--- src/rtl/multdiv_seq.sv ---
// rtl/multdiv_seq.sv - iterative Booth multiply / restoring divide, fixed WIDTH+1 cycle latency.
// Optional unsigned mode (ctrl_UNSIGNED port) enabled by defining MULTDIV_UNSIGNED_EN.
module multdiv_seq #(
    parameter int WIDTH = 32
) (
    input  logic             clock,
    input  logic             reset,
    input  logic [WIDTH-1:0] data_operandA,
    input  logic [WIDTH-1:0] data_operandB,
    input  logic             ctrl_MULT,
    input  logic             ctrl_DIV,
`ifdef MULTDIV_UNSIGNED_EN
    input  logic             ctrl_UNSIGNED,
`endif
    output logic [WIDTH-1:0] data_result,
    output logic [WIDTH-1:0] data_remainder,
    output logic             data_exception,
    output logic             data_resultRDY,
    output logic             busy
);
    localparam int CNT_W = $clog2(WIDTH + 1);
    localparam logic [WIDTH-1:0] MOST_NEG = {1'b1, {(WIDTH-1){1'b0}}};

    typedef enum logic [1:0] {IDLE, RUN, DONE} state_t;

    state_t             state;
    logic [CNT_W-1:0]   cnt;
    logic [2*WIDTH:0]   p;
    logic [WIDTH-1:0]   m;
    logic               mode_div, mode_uns, sign_a, sign_b, div_zero, div_ovf;

    logic               uns_in;
`ifdef MULTDIV_UNSIGNED_EN
    assign uns_in = ctrl_UNSIGNED;
`else
    assign uns_in = 1'b0;
`endif

    logic               start, start_div, op_add, op_sub;
    logic [WIDTH-1:0]   abs_a, abs_b;
    logic [WIDTH:0]     add_a, add_b, sum;
    logic [2*WIDTH:0]   p_next;
    logic [2*WIDTH-1:0] product;
    logic [WIDTH-1:0]   quo, rem;

    assign start     = ctrl_MULT | ctrl_DIV;
    assign start_div = ctrl_DIV & ~ctrl_MULT;
    assign abs_a     = (!uns_in && data_operandA[WIDTH-1]) ? -data_operandA : data_operandA;
    assign abs_b     = (!uns_in && data_operandB[WIDTH-1]) ? -data_operandB : data_operandB;

    // Multiply layout: p = {A, Q, q_-1}; divide layout: p = {0, R, Q}.
    assign op_add = mode_uns ? p[1] : (p[1:0] == 2'b01);
    assign op_sub = !mode_uns && (p[1:0] == 2'b10);

    always_comb begin
        add_a = '0;
        add_b = '0;
        if (mode_div) begin
            add_a = {p[2*WIDTH-1:WIDTH], p[WIDTH-1]};
            add_b = {1'b0, m};
        end else begin
            add_a = {(mode_uns ? 1'b0 : p[2*WIDTH]), p[2*WIDTH:WIDTH+1]};
            if (op_add || op_sub)
                add_b = {(mode_uns ? 1'b0 : m[WIDTH-1]), m};
        end
    end

    // The single shared adder; divide always subtracts the divisor.
    always_comb begin
        logic sub;
        sub = mode_div | op_sub;
        sum = add_a + (sub ? ~add_b : add_b) + {{WIDTH{1'b0}}, sub};
    end

    always_comb begin
        p_next = {sum, p[WIDTH:1]};
        if (mode_div)
            p_next = sum[WIDTH] ? {1'b0, p[2*WIDTH-2:0], 1'b0}
                                : {1'b0, sum[WIDTH-1:0], p[WIDTH-2:0], 1'b1};
    end

    assign product = p[2*WIDTH:1];
    assign quo     = p[WIDTH-1:0];
    assign rem     = p[2*WIDTH-1:WIDTH];

    always_ff @(posedge clock or posedge reset) begin
        if (reset) begin
            state          <= IDLE;
            cnt            <= '0;
            p              <= '0;
            m              <= '0;
            mode_div       <= 1'b0;
            mode_uns       <= 1'b0;
            sign_a         <= 1'b0;
            sign_b         <= 1'b0;
            div_zero       <= 1'b0;
            div_ovf        <= 1'b0;
            data_result    <= '0;
            data_remainder <= '0;
            data_exception <= 1'b0;
            data_resultRDY <= 1'b0;
            busy           <= 1'b0;
        end else if (start) begin
            state          <= RUN;
            cnt            <= '0;
            mode_div       <= start_div;
            mode_uns       <= uns_in;
            sign_a         <= !uns_in && data_operandA[WIDTH-1];
            sign_b         <= !uns_in && data_operandB[WIDTH-1];
            div_zero       <= (data_operandB == '0);
            div_ovf        <= !uns_in && (data_operandA == MOST_NEG) && (data_operandB == '1);
            p              <= start_div ? {1'b0, {WIDTH{1'b0}}, abs_a}
                                        : {{WIDTH{1'b0}}, data_operandB, 1'b0};
            m              <= start_div ? abs_b : data_operandA;
            data_resultRDY <= 1'b0;
            busy           <= 1'b1;
        end else if (state == RUN) begin
            if (cnt != CNT_W'(WIDTH)) begin
                p   <= p_next;
                cnt <= cnt + 1'b1;
            end else begin
                state          <= DONE;
                busy           <= 1'b0;
                data_resultRDY <= 1'b1;
                if (!mode_div) begin
                    data_result    <= product[WIDTH-1:0];
                    data_remainder <= '0;
                    data_exception <= mode_uns ? (|product[2*WIDTH-1:WIDTH])
                                               : !((&product[2*WIDTH-1:WIDTH-1]) ||
                                                   !(|product[2*WIDTH-1:WIDTH-1]));
                end else if (div_zero) begin
                    data_result    <= '0;
                    data_remainder <= '0;
                    data_exception <= 1'b1;
                end else if (div_ovf) begin
                    data_result    <= MOST_NEG;
                    data_remainder <= '0;
                    data_exception <= 1'b1;
                end else begin
                    data_result    <= (sign_a ^ sign_b) ? -quo : quo;
                    data_remainder <= sign_a ? -rem : rem;
                    data_exception <= 1'b0;
                end
            end
        end
    end
endmodule

--- config.mk ---
export PLATFORM = sky130hd
export DESIGN_NAME = multdiv_seq
export DESIGN_NICKNAME = d
export VERILOG_FILES = /design/src/rtl/multdiv_seq.sv
export SDC_FILE = /design/constraint.sdc
export NUM_CORES = 1
export LEC_CHECK = 0
export ABC_AREA = 1
export CORE_MARGIN = 2
export CORE_UTILIZATION = 54
export DETAILED_ROUTE_END_ITERATION = 12
export GPL_ROUTABILITY_DRIVEN = 1
export PLACE_DENSITY = 0.88
export SLEW_MARGIN = 10
export SYNTH_ARGS = -nofsm -noshare
export SYNTH_HDL_FRONTEND = slang
export SYNTH_SLANG_ARGS = --single-unit
--- constraint.sdc ---
create_clock -name clock -period 5.5 [get_ports clock]
set_input_delay 0.825 -clock clock [delete_from_list [all_inputs] [get_ports clock]]
set_output_delay 0.825 -clock clock [all_outputs]
set_load 0.03 [all_outputs]
# == Word-level counts from Yosys, hierarchy flattened ==
# Index checks and enable logic that the tools add are counted.
# op_classes
bitwise,8
muxes,36
addsub,7
eq_ne,7
n_reduce_logical,13
# ops
op,count
$mux W32,11
$mux W65,4
$mux W33,5
$neg A32 Y32,4
$eq A32 B32 Y1 const B,2
$mux W64,1
$add A33 B1 Y33,1
$add A33 B33 Y33,1
$not A33 Y33,1
$reduce_and A33 Y1,1
$reduce_or A33 Y1,1
$logic_not A32 Y1,1
$mux W6,3
$mux W1,9
$add A6 B1 Y6 const B,1
$mux W2,3
$ne A6 B6 Y1 const B,1
$eq A2 B1 Y1 const B,2
$reduce_and A2 Y1,2
$reduce_bool A2 Y1,2
$not A1 Y1,3
$reduce_and A3 Y1,1
$eq A2 B2 Y1 const B,1
$logic_not A1 Y1,2
6 further kinds,8
# word_totals
out_inout_bits,67
elab_cells,85
regBits,177
in_bits,68

# == Depth between registers and ports, before layout ==
# logic_depth
depth_word,13
depth_mapped,24

# == Worst setup path before layout ==
# OpenSTA, ideal clock, no wires.
# synth_timing
kind,reg2reg
startpoint,reg p[0]
endpoint,reg p[52]
setup_slack_ns,2.329
stages_incl_launch_ff,19
setup_ns,0.124
arrival_time_ns,3.048
required_ns,5.376
path_cell_list,dfrtp_1 > inv_1 > ha_1 > nor2_1 > clkbuf_1 > xor2_1 > ha_1 > nand2_1 > inv_1 > a21oi_1 > nand2_1 > a21oi_2 > nand2_1 > nand2_1 > nand3_2 > buf_6 > buf_6 > o211ai_1 > nand2_1
# synth_via
elab_chain_len,13
word_cells_on_any_way,15
# synth_rtl
element,line,rtl
"start, declared",28,logic [2*WIDTH:0] p;
"start signal, assigned",112,"p <= start_div ? {1'b0, {WIDTH{1'b0}}, abs_a}"
"start signal, assigned",119,p <= p_next;
$eq A2 B1 Y1 / $eq A2 B2 Y1 (equally long branches),"52, 53",
$logic_or A1 B1 Y1,63,if (op_add || op_sub)
$mux W33,63,
$mux W33,58,if (mode_div) begin
$not A33 Y33,72,"sum = add_a + (sub ? ~add_b : add_b) + {{WIDTH{1'b0}}, sub};"
$mux W33,72,
$add A33 B33 Y33,72,
$add A33 B1 Y33 (*),72,
$mux W64,78,"p_next = sum[WIDTH] ? {1'b0, p[2*WIDTH-2:0], 1'b0}"
$mux W65 (*),77,if (mode_div)
$mux W65 (*),118,if (cnt != CNT_W'(WIDTH)) begin
$mux W65 (*),117,end else if (state == RUN) begin
$mux W65 (*),103,end else if (start) begin
# Mark *: on every way between the ends. The rest lies on a longest branch, timed or not. The select of a mux whose other input is x is not followed.
# A chain may end at the register's enable or synchronous reset.

# == Final worst setup path ==
# layout_timing
startpoint,reg p[1]
endpoint,reg p[39]
# Same word-level chain as after synthesis.

==> reports/metrics.csv <==
metric,value,unit
clock-pin slew reported for the worst setup and hold paths after clock tree synthesis,0.08,ns
ys flop type,sky130_fd_sc_hd__dfrtp_1,
Netlist cell types,55,
endpoints failing setup,0,
total standard cell area after synthesis,14500,sq um
WP depth,21,
power density normalized to cell area,320,nW/um^2
Critical Setup Path Class,reg2reg,
number of standard cells after synthesis,2246,
number of maximum-capacitance constraint violations,0,
Skew-Pair Late Insertion Delay,0.45,ns
first-iteration detailed-routing DRC count,2118,
"critical path, cell by cell","inv_1, ha_1, inv_1, nand2_1, nand2_1, xor2_1, fa_1, nand2_1, nand2_1, nand3_1, nand2_2, nand2_2, nand2_4, nand2_2, nand2_1, nand2_1, nand3_2, buf_4, nand2_1, nand2_1, o22ai_1",
drt first pass iters,9,
core area,26200,sq um
Yosys reg bits,175,
worst endpoint required time,5.85,ns
wire length per cell after detailed routing,19.7,um
GRT Util Overall,0.368,
die width,168,um
GR Overflow Total,0,
clock tree from TritonCTS,built,
final WL,52400,um
# clock sinks,175,
post-synthesis async set-or-reset flop share,1.00,
setup fix buffers added after clock tree synthesis,0,
cell family with the largest share of critical-path delay,simple AND/OR/NAND/NOR gates,
post-cts gate resize count,0,
number of inserted diodes,0,
largest net degree at the start of global routing,105,
final cell area excluding filler cells,16600,sq um
final design utilization,0.633,
slew at the pin closest to its max-slew limit,0.987,ns
routed via count,16367,
hold buffer count at CTS,0,
Rel. slew slack,0.340,
global-route wire length before repair,81400,um
Hold Crit Class,reg2reg,
height of the die,168,um
sequential fraction of the synthesis area,0.302,
static leakage power,7.79,nW
H-tree depth,4,
ratio of cells with drive above 1 in the final layout,0.0456,
final weighted congestion of routability-driven global placement,1.03,
CTS Root Buffer Type,sky130_fd_sc_hd__clkbuf_16,
clock skew after layout,0.0181,ns
maximum root-to-sink buffer count,2,
slowest CP cell,sky130_fd_sc_hd__nand2_1,
count of port buffers added during placement,134,
"Slew Viols, Final",0,
yosys synthesis warning count,0,
post-synthesis net count,2355,
DRC errors left,0,
element type at the critical path end,register,
Cell Rows,59,
period utilisation layout,0.815,
antenna violations before repair,0,
unrepaired setup endpoints after global routing,no,
Total Power Consumption,5.31,mW
number of global-route vias before repair,14493,
initial core utilization,0.553,
Peak supply drop,0.198,mV
startpoint types,register,
number of buffers and inverters on the critical path,3,
number of cells on the worst reg-to-reg path,21,
Crit Path Max Fanout,32,
top-level I/O count,135,
number of cells on the worst hold path,2,
layout-stage area growth over the synthesis result,14.6,%
Vias/cell,6.15,
setup total negative slack,0,ns
post-placement cell area,16000,sq um
delay of the slowest cell on the worst path,0.72,ns
cell seen most often among critical-path stages,sky130_fd_sc_hd__nand2_1,
post-layout minimum cycle time,4.48,ns
"Avg Cell Area, Syn",6.45,sq um
number of enable flip-flop cells after synthesis,0,
run status,"complete, no violations",
Peak Freq,223,MHz
DP HPWL,39200,um
Final #Nets,2423,
number of buffers inserted during clock tree synthesis,17,
die area,28100,sq um
Antenna Nets Post-Route,0,
crit path DAT,4.83,ns
Final Hold Fails,0,
[flip-flops by register name, summed over array words and instances, names as in the netlist]
register        flops
div_zero            1
cnt                 6
data_result        32
p                  65
data_exception      1
mode_div            1
state               1
data_resultRDY      1
sign_b              1
m                  32
data_remainder     32
div_ovf             1
sign_a              1
[per-layer routing]
layer | share of wire | GRT usage | routed length [um]
met1 | 0.42 | 0.554 | 22200
met2 | 0.41 | 0.524 | 21400
met3 | 0.14 | 0.0874 | 7260
met4 | 0.029 | 0.103 | 1530
met5 | 0 | 0 | 0
[worst reg2reg max path, delay by kind of cell (launching register included)]
kind | cells | cell delay (ns)
DFF | 1 | 0.39
buffers and inverters | 3 | 0.60
and+or+nand+nor | 14 | 2.22
adders and majority gates | 2 | 0.84
xor gates and xnor gates | 1 | 0.23
AOI/OAI and AO/OA | 1 | 0.12
[final cells by class]
| cell class | count | area, sq um |
|---|---|---|
| flip-flops and latches | 175 | 4380 |
| inverters | 236 | 890 |
| fillers | 2423 | 9610 |
| repair buffers | 155 | 1510 |
| multi-input cells | 1729 | 8800 |
| clock inverters | 14 | 165 |
| well taps | 335 | 419 |
| clock buffers | 18 | 439 |
[stage by stage]
step	hold WS (ns)	setup WS (ns)	instances
5_1_grt	0.512	0.619	2662
3_3_place_gp	0.462	1.28	2630
4_1_cts	0.484	1.08	2662
2_1_floorplan	0.449	2.33	2246
6_report	0.479	1.02	2662
3_5_place_dp	0.464	1.13	2630
[layout by cell type, fill, tap and decap left out, types with 5 or more instances in the layout]
cell and count:
sky130_fd_sc_hd__o221ai_1 8, sky130_fd_sc_hd__clkbuf_16 17, sky130_fd_sc_hd__inv_1 216, sky130_fd_sc_hd__xnor2_1 14, sky130_fd_sc_hd__nand4_1 38, sky130_fd_sc_hd__o211ai_1 19, sky130_fd_sc_hd__nor3_2 6, sky130_fd_sc_hd__a31oi_1 26
sky130_fd_sc_hd__o31ai_1 8, sky130_fd_sc_hd__o22ai_1 11, sky130_fd_sc_hd__o21ai_0 159, sky130_fd_sc_hd__clkinv_1 5, sky130_fd_sc_hd__xor2_1 64, sky130_fd_sc_hd__nor3_1 25, sky130_fd_sc_hd__dfrtp_1 174, sky130_fd_sc_hd__nor2_4 5
sky130_fd_sc_hd__a21oi_2 10, sky130_fd_sc_hd__nor4_1 9, sky130_fd_sc_hd__inv_8 6, sky130_fd_sc_hd__a21oi_1 139, sky130_fd_sc_hd__nand2_1 581, sky130_fd_sc_hd__a21o_1 8, sky130_fd_sc_hd__o21ai_1 37, sky130_fd_sc_hd__a22oi_1 34
sky130_fd_sc_hd__a221oi_1 5, sky130_fd_sc_hd__inv_2 14, sky130_fd_sc_hd__nor2_1 267, sky130_fd_sc_hd__ha_1 40, sky130_fd_sc_hd__clkdlybuf4s50_1 133, sky130_fd_sc_hd__nand3_1 155, sky130_fd_sc_hd__buf_4 20, sky130_fd_sc_hd__o21bai_1 18
[cell usage after synthesis, types with 37 or more instances]
master	instances	area share
sky130_fd_sc_hd__nor2_1	270	0.070
sky130_fd_sc_hd__xor2_1	64	0.039
sky130_fd_sc_hd__nand4_1	38	0.016
sky130_fd_sc_hd__a21oi_1	139	0.048
sky130_fd_sc_hd__dfrtp_1	175	0.30
sky130_fd_sc_hd__ha_1	40	0.035
sky130_fd_sc_hd__nand3_1	155	0.054
sky130_fd_sc_hd__o21ai_1	37	0.013
sky130_fd_sc_hd__o21ai_0	159	0.055
sky130_fd_sc_hd__nand2_1	581	0.15
sky130_fd_sc_hd__clkbuf_1	71	0.018
sky130_fd_sc_hd__inv_1	217	0.056
[report_power, final]
| part | switching (mW) | total [mW] | internal, mW |
|---|---|---|---|
| Combinational | 1.66 | 2.43 | 0.765 |
| Sequential | 0.199 | 1.59 | 1.40 |
| Clock | 0.623 | 1.29 | 0.665 |
| Total | 2.48 | 5.31 | 2.83 |
[kinds of logic (layout without fill, tap and decap cells)]
| family | Yosys count | count (layout) | share of synthesized area |
|---|---|---|---|
| XOR/XNOR | 78 | 78 | 0.0472 |
| AO/OA/AOI/OAI | 503 | 503 | 0.203 |
| AND/OR/NAND/NOR | 1107 | 1107 | 0.319 |
| flip-flops | 175 | 175 | 0.302 |
| adder cells (fa/ha/maj) | 41 | 41 | 0.0359 |
| buffers and inverters | 342 | 423 | 0.0925 |
[final timing paths]
check	start	endpoint	slack (ns)
setup / recovery	p[1]	p[39]	1.02
hold / removal	data_result[16]	data_result[16]	0.48
setup reg to reg	p[1]	p[39]	1.02
hold reg to reg	data_result[16]	data_result[16]	0.48
max in group asynchronous	reset	mode_div	3.56
min in group asynchronous	reset	m[25]	0.88
No activity file was read; power rests on OpenSTA's default activity.
